**config.mk**
```make
export PLATFORM = sky130hd
export DESIGN_NAME = ppct_mult_sched
export DESIGN_NICKNAME = d
export VERILOG_FILES = /design/src/rtl/ppct_pkg.sv /design/src/rtl/ppct_column_approx_dyn.sv /design/src/rtl/ppct_mult_sched.sv
export SDC_FILE = /design/constraint.sdc
export NUM_CORES = 1
export LEC_CHECK = 0
export ABC_AREA = 1
export BUFFER_PORTS_ARGS = -buffer_cell sky130_fd_sc_hd__buf_4
export CORE_MARGIN = 4
export CORE_UTILIZATION = 46
export CTS_BUF_LIST = sky130_fd_sc_hd__clkbuf_8
export DETAILED_ROUTE_END_ITERATION = 8
export GPL_ROUTABILITY_DRIVEN = 0
export PLACE_DENSITY = 0.72
export SYNTH_ARGS = -nofsm -noshare
export SYNTH_HDL_FRONTEND = slang
export SYNTH_SLANG_ARGS = --single-unit
```
**constraint.sdc**
```tcl
create_clock -name clk -period 12.6 [get_ports clk]
set_input_delay 2.52 -clock clk [delete_from_list [all_inputs] [get_ports clk]]
set_output_delay 2.52 -clock clk [all_outputs]
set_load 0.01 [all_outputs]
```
**src/rtl/ppct_pkg.sv**
```systemverilog
// ppct_pkg: shared sizing constants, theta type and the row-mask helper for the PPCT multiplier
package ppct_pkg;
  localparam int PPCT_WIDTH = 8;
  localparam int PPCT_NREQ  = 4;
  localparam int PPCT_IDW   = $clog2(PPCT_NREQ);
  localparam int PPCT_THW   = $clog2(PPCT_WIDTH);

  typedef logic [PPCT_THW-1:0] theta_t;

  // Returns x with its low (theta-i) bits cleared for rows below theta, x unchanged otherwise.
  // Works on a 32-bit container so any operand width up to 32 can share it.
  function automatic logic [31:0] row_mask(input logic [31:0] x, input int theta, input int i);
    logic [31:0] m;
    m = (i < theta) ? ((32'd1 << (theta - i)) - 32'd1) : 32'd0;
    return x & ~m;
  endfunction
endpackage

```
**src/rtl/ppct_column_approx_dyn.sv**
```systemverilog
// ppct_column_approx_dyn: combinational column-truncated multiplier with a runtime truncation depth
module ppct_column_approx_dyn
  import ppct_pkg::*;
#(
  parameter int WIDTH = PPCT_WIDTH,
  localparam int THW = $clog2(WIDTH)
) (
  input  logic [WIDTH-1:0]   x,
  input  logic [WIDTH-1:0]   y,
  input  logic [THW-1:0]     theta,
  output logic [2*WIDTH-1:0] z
);
  logic [THW-1:0] w_th;

  // Only a non-power-of-two width can encode theta >= WIDTH; clamp those to the deepest legal row.
  if ((1 << THW) > WIDTH) begin : g_clamp
    assign w_th = (theta > THW'(WIDTH - 1)) ? THW'(WIDTH - 1) : theta;
  end else begin : g_pass
    assign w_th = theta;
  end

  // Sum the y-gated partial-product rows, masking the low columns of the rows below theta.
  always_comb begin
    z = '0;
    for (int i = 0; i < WIDTH; i++)
      z = y[i] ? z + ((2*WIDTH)'(WIDTH'(row_mask(32'(x), int'(w_th), i))) << i) : z;
  end
endmodule

```
**src/rtl/ppct_mult_sched.sv**
```systemverilog
// ppct_mult_sched: round-robin scheduler sharing one two-stage approximate multiplier among NREQ lanes
module ppct_mult_sched
  import ppct_pkg::*;
#(
  parameter int WIDTH = PPCT_WIDTH,
  parameter int NREQ  = PPCT_NREQ,
  localparam int IDW  = $clog2(NREQ),
  localparam int THW  = $clog2(WIDTH)
) (
  input  logic                  clk,
  input  logic                  rst_n,
  input  logic [NREQ-1:0]       req_valid,
  output logic [NREQ-1:0]       req_ready,
  input  logic [NREQ*WIDTH-1:0] req_x,
  input  logic [NREQ*WIDTH-1:0] req_y,
  input  logic [NREQ*THW-1:0]   req_theta,
  output logic                  rsp_valid,
  input  logic                  rsp_ready,
  output logic [2*WIDTH-1:0]    rsp_z,
  output logic [IDW-1:0]        rsp_id
);
  logic [IDW-1:0]     r_rr_ptr;
  logic               r_run;
  logic               r_a_valid;
  logic [WIDTH-1:0]   r_a_x;
  logic [WIDTH-1:0]   r_a_y;
  logic [THW-1:0]     r_a_theta;
  logic [IDW-1:0]     r_a_id;
  logic               r_b_valid;
  logic [2*WIDTH-1:0] r_b_z;
  logic [IDW-1:0]     r_b_id;
  logic [IDW-1:0]     w_grant;
  logic               w_any;
  logic               w_b_take;
  logic               w_a_load;
  logic               w_hs;
  logic [2*WIDTH-1:0] w_z;

  assign w_b_take = !r_b_valid || rsp_ready;
  assign w_a_load = !r_a_valid || w_b_take;
  assign w_hs     = r_run && w_any && w_a_load;

  // Pick the first valid requester at or after rr_ptr; iterating downward leaves the nearest one.
  always_comb begin
    w_any   = 1'b0;
    w_grant = r_rr_ptr;
    for (int k = NREQ - 1; k >= 0; k--)
      if (req_valid[r_rr_ptr + IDW'(k)]) begin
        w_any   = 1'b1;
        w_grant = r_rr_ptr + IDW'(k);
      end
  end

  // Only the granted lane sees ready, and only when stage A can take a new request.
  always_comb begin
    req_ready = '0;
    req_ready[w_grant] = w_hs;
  end

  ppct_column_approx_dyn #(.WIDTH(WIDTH)) u_mult (
    .x     (r_a_x),
    .y     (r_a_y),
    .theta (r_a_theta),
    .z     (w_z)
  );

  // Arbiter pointer and the run flag that keeps req_ready low until the first clock after reset.
  always_ff @(posedge clk or negedge rst_n) begin
    if (!rst_n) begin
      r_rr_ptr <= '0;
      r_run    <= 1'b0;
    end else begin
      r_run    <= 1'b1;
      r_rr_ptr <= w_hs ? w_grant + IDW'(1) : r_rr_ptr;
    end
  end

  // Stage A captures operands at the handshake; it empties when B drains it with nothing new.
  always_ff @(posedge clk or negedge rst_n) begin
    if (!rst_n) begin
      r_a_valid <= 1'b0;
      r_a_x     <= '0;
      r_a_y     <= '0;
      r_a_theta <= '0;
      r_a_id    <= '0;
    end else if (w_a_load) begin
      r_a_valid <= w_hs;
      if (w_hs) begin
        r_a_x     <= req_x[w_grant*WIDTH +: WIDTH];
        r_a_y     <= req_y[w_grant*WIDTH +: WIDTH];
        r_a_theta <= req_theta[w_grant*THW +: THW];
        r_a_id    <= w_grant;
      end
    end
  end

  // Stage B takes the multiplier result whenever it is empty or the consumer is accepting.
  always_ff @(posedge clk or negedge rst_n) begin
    if (!rst_n) begin
      r_b_valid <= 1'b0;
      r_b_z     <= '0;
      r_b_id    <= '0;
    end else if (w_b_take) begin
      r_b_valid <= r_a_valid;
      r_b_z     <= w_z;
      r_b_id    <= r_a_id;
    end
  end

  assign rsp_valid = r_b_valid;
  assign rsp_z     = r_b_z;
  assign rsp_id    = r_b_id;
endmodule

```
## Word-level counts from Yosys, hierarchy flattened

Cells that the tools add are included.

| cells by class | value |
|---|---|
| reduce and logical (&&, ||, !) cells | 8 |
| add/subtract/negate cells | 24 |
| shift operators | 10 |
| bitwise logic cells | 15 |
| order comparisons | 13 |
| mux-type cells | 33 |
| multipliers | 1 |

Operators with widths:

| operator | number |
|---|---|
| 1-bit by 32-bit left shift with 8-bit output (first input constant) | 6 |
| 16-bit two-way mux | 7 |
| 8-bit two-way mux | 8 |
| 32-bit by 6-bit variable part select with 8-bit output | 2 |
| 8-bit AND | 7 |
| 8-bit inverter | 7 |
| 8-bit by 1-bit subtractor with 8-bit output (second input constant) | 7 |
| 16-bit by 10-bit adder with 16-bit output | 1 |
| 16-bit by 11-bit adder with 16-bit output | 1 |
| 16-bit by 12-bit adder with 16-bit output | 1 |
| 16-bit by 13-bit adder with 16-bit output | 1 |
| 16-bit by 14-bit adder with 16-bit output | 1 |
| 16-bit by 15-bit adder with 16-bit output | 1 |
| 16-bit by 9-bit adder with 16-bit output | 1 |
| 2-bit by 3-bit less-than comparator with 1-bit output (second input constant) | 5 |
| 12-bit by 5-bit variable part select with 3-bit output | 1 |
| 3-bit by 3-bit subtractor with 4-bit output (second input constant) | 3 |
| 3-bit less-than comparator (first input constant) | 3 |
| 1-bit two-way mux | 9 |
| 1-bit binary-select mux with 2-bit select | 4 |
| 2-bit two-way mux | 4 |
| 1-bit by 3-bit left shift with 8-bit output (first input constant) | 1 |
| 3-bit by 2-bit subtractor with 4-bit output (second input constant) | 2 |
| 1-bit by 3-bit less-than comparator with 1-bit output (first input constant) | 2 |
| 12 further kinds | 19 |

| word-level totals | value |
|---|---|
| bits of input ports | 83 |
| bits in registers | 44 |
| word-level logic and storage cells | 114 |
| output and inout port bits | 23 |

## Depth between registers and ports, before layout

| logic depth | value |
|---|---|
| word-level depth | 20 |
| depth in mapped cells | 69 |
| gate-level depth less buffers | 67 |

## Hierarchy

Synthesis repeated with hierarchy kept, for this count alone.

| unflattened totals | value |
|---|---|
| cells, all modules | 1105 |
| area total of the unflattened synthesis | 7064.3 um^2 |

By module, submodules not included:

| module | cells an instance | times used | seq. area each (um^2) | area each (um^2) |
|---|---|---|---|---|
| ppct_column_approx_dyn | 734 | 1 | 0.0 | 4314.1 |
| ppct_mult_sched | 371 | 1 | 1101.1 | 2750.1 |

## Worst setup path after synthesis

No wires, ideal clock.

| path | value |
|---|---|
| path type | flip-flop to flip-flop |
| start point | register r_a_theta[1] |
| end point | register r_b_z[15] (netlist: rsp_z[15]) |
| cell stages (with the launch flop) | 66 |
| required time | 12474 ps |
| period minus slack after synthesis | 9614 ps |
| slack | 2986 ps |
| arrival time | 9487 ps |
| buffers on the path | 2 |
| library setup time | 126 ps |
| cells stage by stage | dfrtp_1 clkbuf_1 clkinv_1 ha_1 ha_1 buf_6 nand2_1 a21oi_1 inv_1 ha_1 o21ai_0 inv_1 ha_1 nand3_1 nand2_1 or2_2 nand3_1 o21ai_2 [30 not listed] a21o_1 a31oi_1 xor2_1 nand2_1 and2_1 ha_1 a21oi_1 inv_1 a31oi_1 inv_1 nand2_1 inv_1 nor2_1 nor2_1 o21ai_0 nand2_1 a21oi_1 o21ai_0 |

| on the way | value |
|---|---|
| word-level cells in the longest chain between the ends | 20 |
| elaborated cells between the ends (all ways) | 63 |
| those cells by class | 20 x add/sub; 7 x order compare; 7 x shift; 15 x mux; 14 x bitwise |

Ends and longest elaborated chain:

| item | line | RTL |
|---|---|---|
| from (decl) | ppct_mult_sched.sv:27 | `logic [THW-1:0] r_a_theta;` |
| from (signal assigned) | ppct_mult_sched.sv:91 | `r_a_theta <= req_theta[w_grant*THW +: THW];` |
| 3-bit by 1-bit subtractor with 4-bit output or 1-bit by 3-bit left shift with 8-bit output (tied branches) | ppct_pkg.sv:14 | `m = (i < theta) ? ((32'd1 << (theta - i)) - 32'd1) : 32'd0;` |
| 1-bit by 32-bit left shift with 8-bit output or 8-bit by 1-bit subtractor with 8-bit output (tied branches) | ppct_pkg.sv:14 |  |
| 8-bit by 1-bit subtractor with 8-bit output or 8-bit two-way mux (tied branches) | ppct_pkg.sv:14 |  |
| 8-bit two-way mux or 8-bit inverter (tied branches) | ppct_pkg.sv:14, ppct_pkg.sv:15 |  |
| 8-bit inverter or 8-bit AND (tied branches) | ppct_pkg.sv:15 | `return x & ~m;` |
| 8-bit AND or 8-bit two-way mux (tied branches) | ppct_pkg.sv:15, ppct_column_approx_dyn.sv:26 |  |
| 16-bit by 9-bit adder with 16-bit output | ppct_column_approx_dyn.sv:26 | `z = y[i] ? z + ((2*WIDTH)'(WIDTH'(row_mask(32'(x), int'(w_th), i))) << i) : z;` |
| 16-bit two-way mux | ppct_column_approx_dyn.sv:26 |  |
| [4 not listed] | -- |  |
| 16-bit by 12-bit adder with 16-bit output | ppct_column_approx_dyn.sv:26 |  |
| 16-bit two-way mux | ppct_column_approx_dyn.sv:26 |  |
| 16-bit by 13-bit adder with 16-bit output | ppct_column_approx_dyn.sv:26 |  |
| 16-bit two-way mux | ppct_column_approx_dyn.sv:26 |  |
| 16-bit by 14-bit adder with 16-bit output | ppct_column_approx_dyn.sv:26 |  |
| 16-bit two-way mux * | ppct_column_approx_dyn.sv:26 |  |
| 16-bit by 15-bit adder with 16-bit output | ppct_column_approx_dyn.sv:26 |  |
| 16-bit two-way mux * | ppct_column_approx_dyn.sv:26 |  |
| to (signal assigned) | ppct_mult_sched.sv:105 | `r_b_z <= w_z;` |
| to (decl) | ppct_mult_sched.sv:30 | `logic [2*WIDTH-1:0] r_b_z;` |

Every way passes the cells marked *; elsewhere a longest branch is shown, timed or not.
A chain may end at the register's enable or synchronous reset.

## Worst setup path in the final report

Ends and elaborated chain as after synthesis.

==> reports/metrics.csv <==
metric,value,unit
setup tns final,0,ps
Netlist cell types,51,
initial antenna violation count,0,
gr ovfl total,0,
first-pass GRT wire length,35.4,mm
CP Data Arrival Time,11020,ps
DRT antenna net count,0,
Die Wd,132,um
"critical path fanouts, max",14,
status,"finished, final reports clean",
"slowest stage delay, CP",650,ps
antenna cells,0,
Mapped Cells,1167,
Final Hold Vio Count,0,
postcts setup bufs,0,
IO Pins,106,
crit-path most repeated cell,nand2_1,
slew margin rel.,55.4,%
worst slew pin tran,666,ps
RSZ-0062 raised after global routing,no,
DPL Wire Length,17.1,mm
die area,0.0173,mm^2
final setup fails,0,
most frequent cells in the layout,"265 x nand2_1, 195 x inv_1, 122 x nor2_1",
DIE HEIGHT,132,um
H-tree depth,2,
Row Count,44,
Synthesis Warnings,0,
Fillers,1531,
crit path kind,flop to flop,
syn avg cell area,6.03,um^2
slowest cell on the critical path,dfrtp_1,
Slew Limit Fails,0,
FF+latch area,0.00110,mm^2
Vias,7703,
vias per cell,5.40,
Port Buffers,105,
Synth Register Bits,44,
CTS Hold Bufs,0,
Setup crit start kind,flop,
Core Area,0.0148,mm^2
total CTS buffers,5,
worst-case clock buffer depth,2,
CP Capture Type,flop,
CTS tree,built,
maxcap violations,0,
total global routing track utilization,24.7,%
initial drt markers,655,
first drt pass iteration count,5,
pin count of the biggest net entering global routing,45,
Synth Net Count,1339,
area of the multi-input gates,0.00496,mm^2
"Seq/Total Area, Yosys",15.6,%
Final Skew,27.4,ps
Tcrit/Tclk final,85.7,%
Routed WL,21.7,mm
Residual DRC,0,
wire per inst,15.2,um
fin nets,1413,
Area Overhead vs Synth,13.4,%
vias in the first global route,7116,
Worst-path clk slew,120,ps
Initial Util,47.7,%
min Tclk post-route,10800,ps
"commonest non-fill, non-tap cell in the layout",nand2_1,
Skew-Pair Late Insertion Delay,350,ps
"Cell Area, Synth",0.00704,mm^2
hold crit path type,flop to flop,
Sink Count,44,
layout cells sized above 1,12.2,%
# resized after CTS,0,
"Data required, critical path",12820,ps
f_max,92.6,MHz
CTS root buf,clkbuf_8,
kinds of logic after synthesis:
group,Yosys count,synth area share [%]
and+or+nand+nor,532,32.1
buffers and inverters,246,13.9
DFF,44,15.6
adders and majority gates,89,16.6
AOI/OAI and AO/OA,231,18.6
other,1,0.0533
xor gates and xnor gates,24,3.09
cell usage after synthesis (all sizes together):
| library cell | count | area (um^2) |
|---|---|---|
| o32ai | 11 | 96.3 |
| o311ai | 1 | 8.76 |
| o211ai | 1 | 7.51 |
| and2 | 5 | 31.3 |
| a22oi | 2 | 15.0 |
| nand4 | 10 | 62.6 |
| dfrtp | 44 | 1100 |
| xnor2 | 5 | 51.3 |
| nor4 | 5 | 37.5 |
| nand3b | 3 | 22.5 |
| nor3 | 12 | 60.1 |
| nor2 | 125 | 474 |
| nand3 | 88 | 455 |
| o21a | 2 | 15.0 |
| a31oi | 12 | 75.1 |
| ha | 82 | 1030 |
| buf | 25 | 151 |
| clkbuf | 14 | 52.6 |
| or2 | 11 | 68.8 |
| o31ai | 6 | 45.0 |
| clkinv | 3 | 11.3 |
| nand2 | 272 | 1040 |
| fa | 7 | 140 |
| conb | 1 | 3.75 |
| a21o | 2 | 15.0 |
| a32o | 1 | 10.0 |
| a22o | 1 | 8.76 |
| inv | 204 | 766 |
| o21ai | 128 | 648 |
| a211oi | 1 | 7.51 |
| o21bai | 3 | 22.5 |
| xor2 | 19 | 166 |
| o221ai | 2 | 17.5 |
| o22ai | 8 | 50.1 |
| a21oi | 47 | 243 |
| a21boi | 3 | 22.5 |
| or3 | 1 | 6.26 |
path summary, 6_finish.rpt:
check                        startpoint   endpoint  slack, ps  depth (start not counted)
min                           r_a_valid  rsp_valid        490                          1
max                        r_a_theta[1]  rsp_z[15]       1800                         57
min reg2reg                   r_a_valid  rsp_valid        490                          1
max in group asynchronous         rst_n   rsp_z[2]       9960                          1
min in group asynchronous         rst_n   rsp_z[0]       2160                          1
max reg2reg                r_a_theta[1]  rsp_z[15]       1800                         57
sequential cells by signal, summed over array words and instances (netlist names):
signal	flops
rsp_valid	1
r_a_x	8
r_a_valid	1
r_a_theta	3
rsp_z	16
r_run	1
r_rr_ptr	2
r_a_y	8
rsp_id	2
r_a_id	2
cell type report:
cell class	instances	area share [%]
clock inverter	2	0.486
inverter	207	9.73
timing repair buffer	106	9.97
sequential	44	13.8
clock buffer	6	1.03
tap	184	2.88
multi-input combinational	877	62.1
metal layers:
layer  part of all wire, %  track usage, %  routed length (um)  vias up
met3                   7.1            3.33                1550       47
li1                      -               -                   -     3933
met2                    43            38.1                9340      283
met4                   3.6            9.63                 788        0
met1                    46            34.9               10000     3440
met5                     0               0                   0        -
per-stage QoR:
stage | hold WS (ps) | util (%) | worst slack (ps) | cells | instance area, um^2
2_1_floorplan | 440 | - | 2990 | 1167 | 7040
3_3_place_gp | 457 | 53.3 | 2290 | 1418 | 7860
3_5_place_dp | 469 | 53.3 | 2010 | 1418 | 7860
4_1_cts | 492 | 54.1 | 1950 | 1426 | 7990
5_1_grt | 509 | 54.1 | 605 | 1426 | 7990
6_report | 491 | 54.1 | 1800 | 1426 | 7990
worst max-delay path: cells and delay by family, from the launching register on:
family / cells / cell delay, ps
adder cells (fa/ha/maj): 11 / 3840
XOR/XNOR: 3 / 470
AO/OA/AOI/OAI: 13 / 2660
AND/OR/NAND/NOR: 22 / 2170
flip-flops: 1 / 650
buffers and inverters: 8 / 910
Power is not shown: default switching activity piles up to over one toggle a cycle in this logic, so the estimate is an artifact.
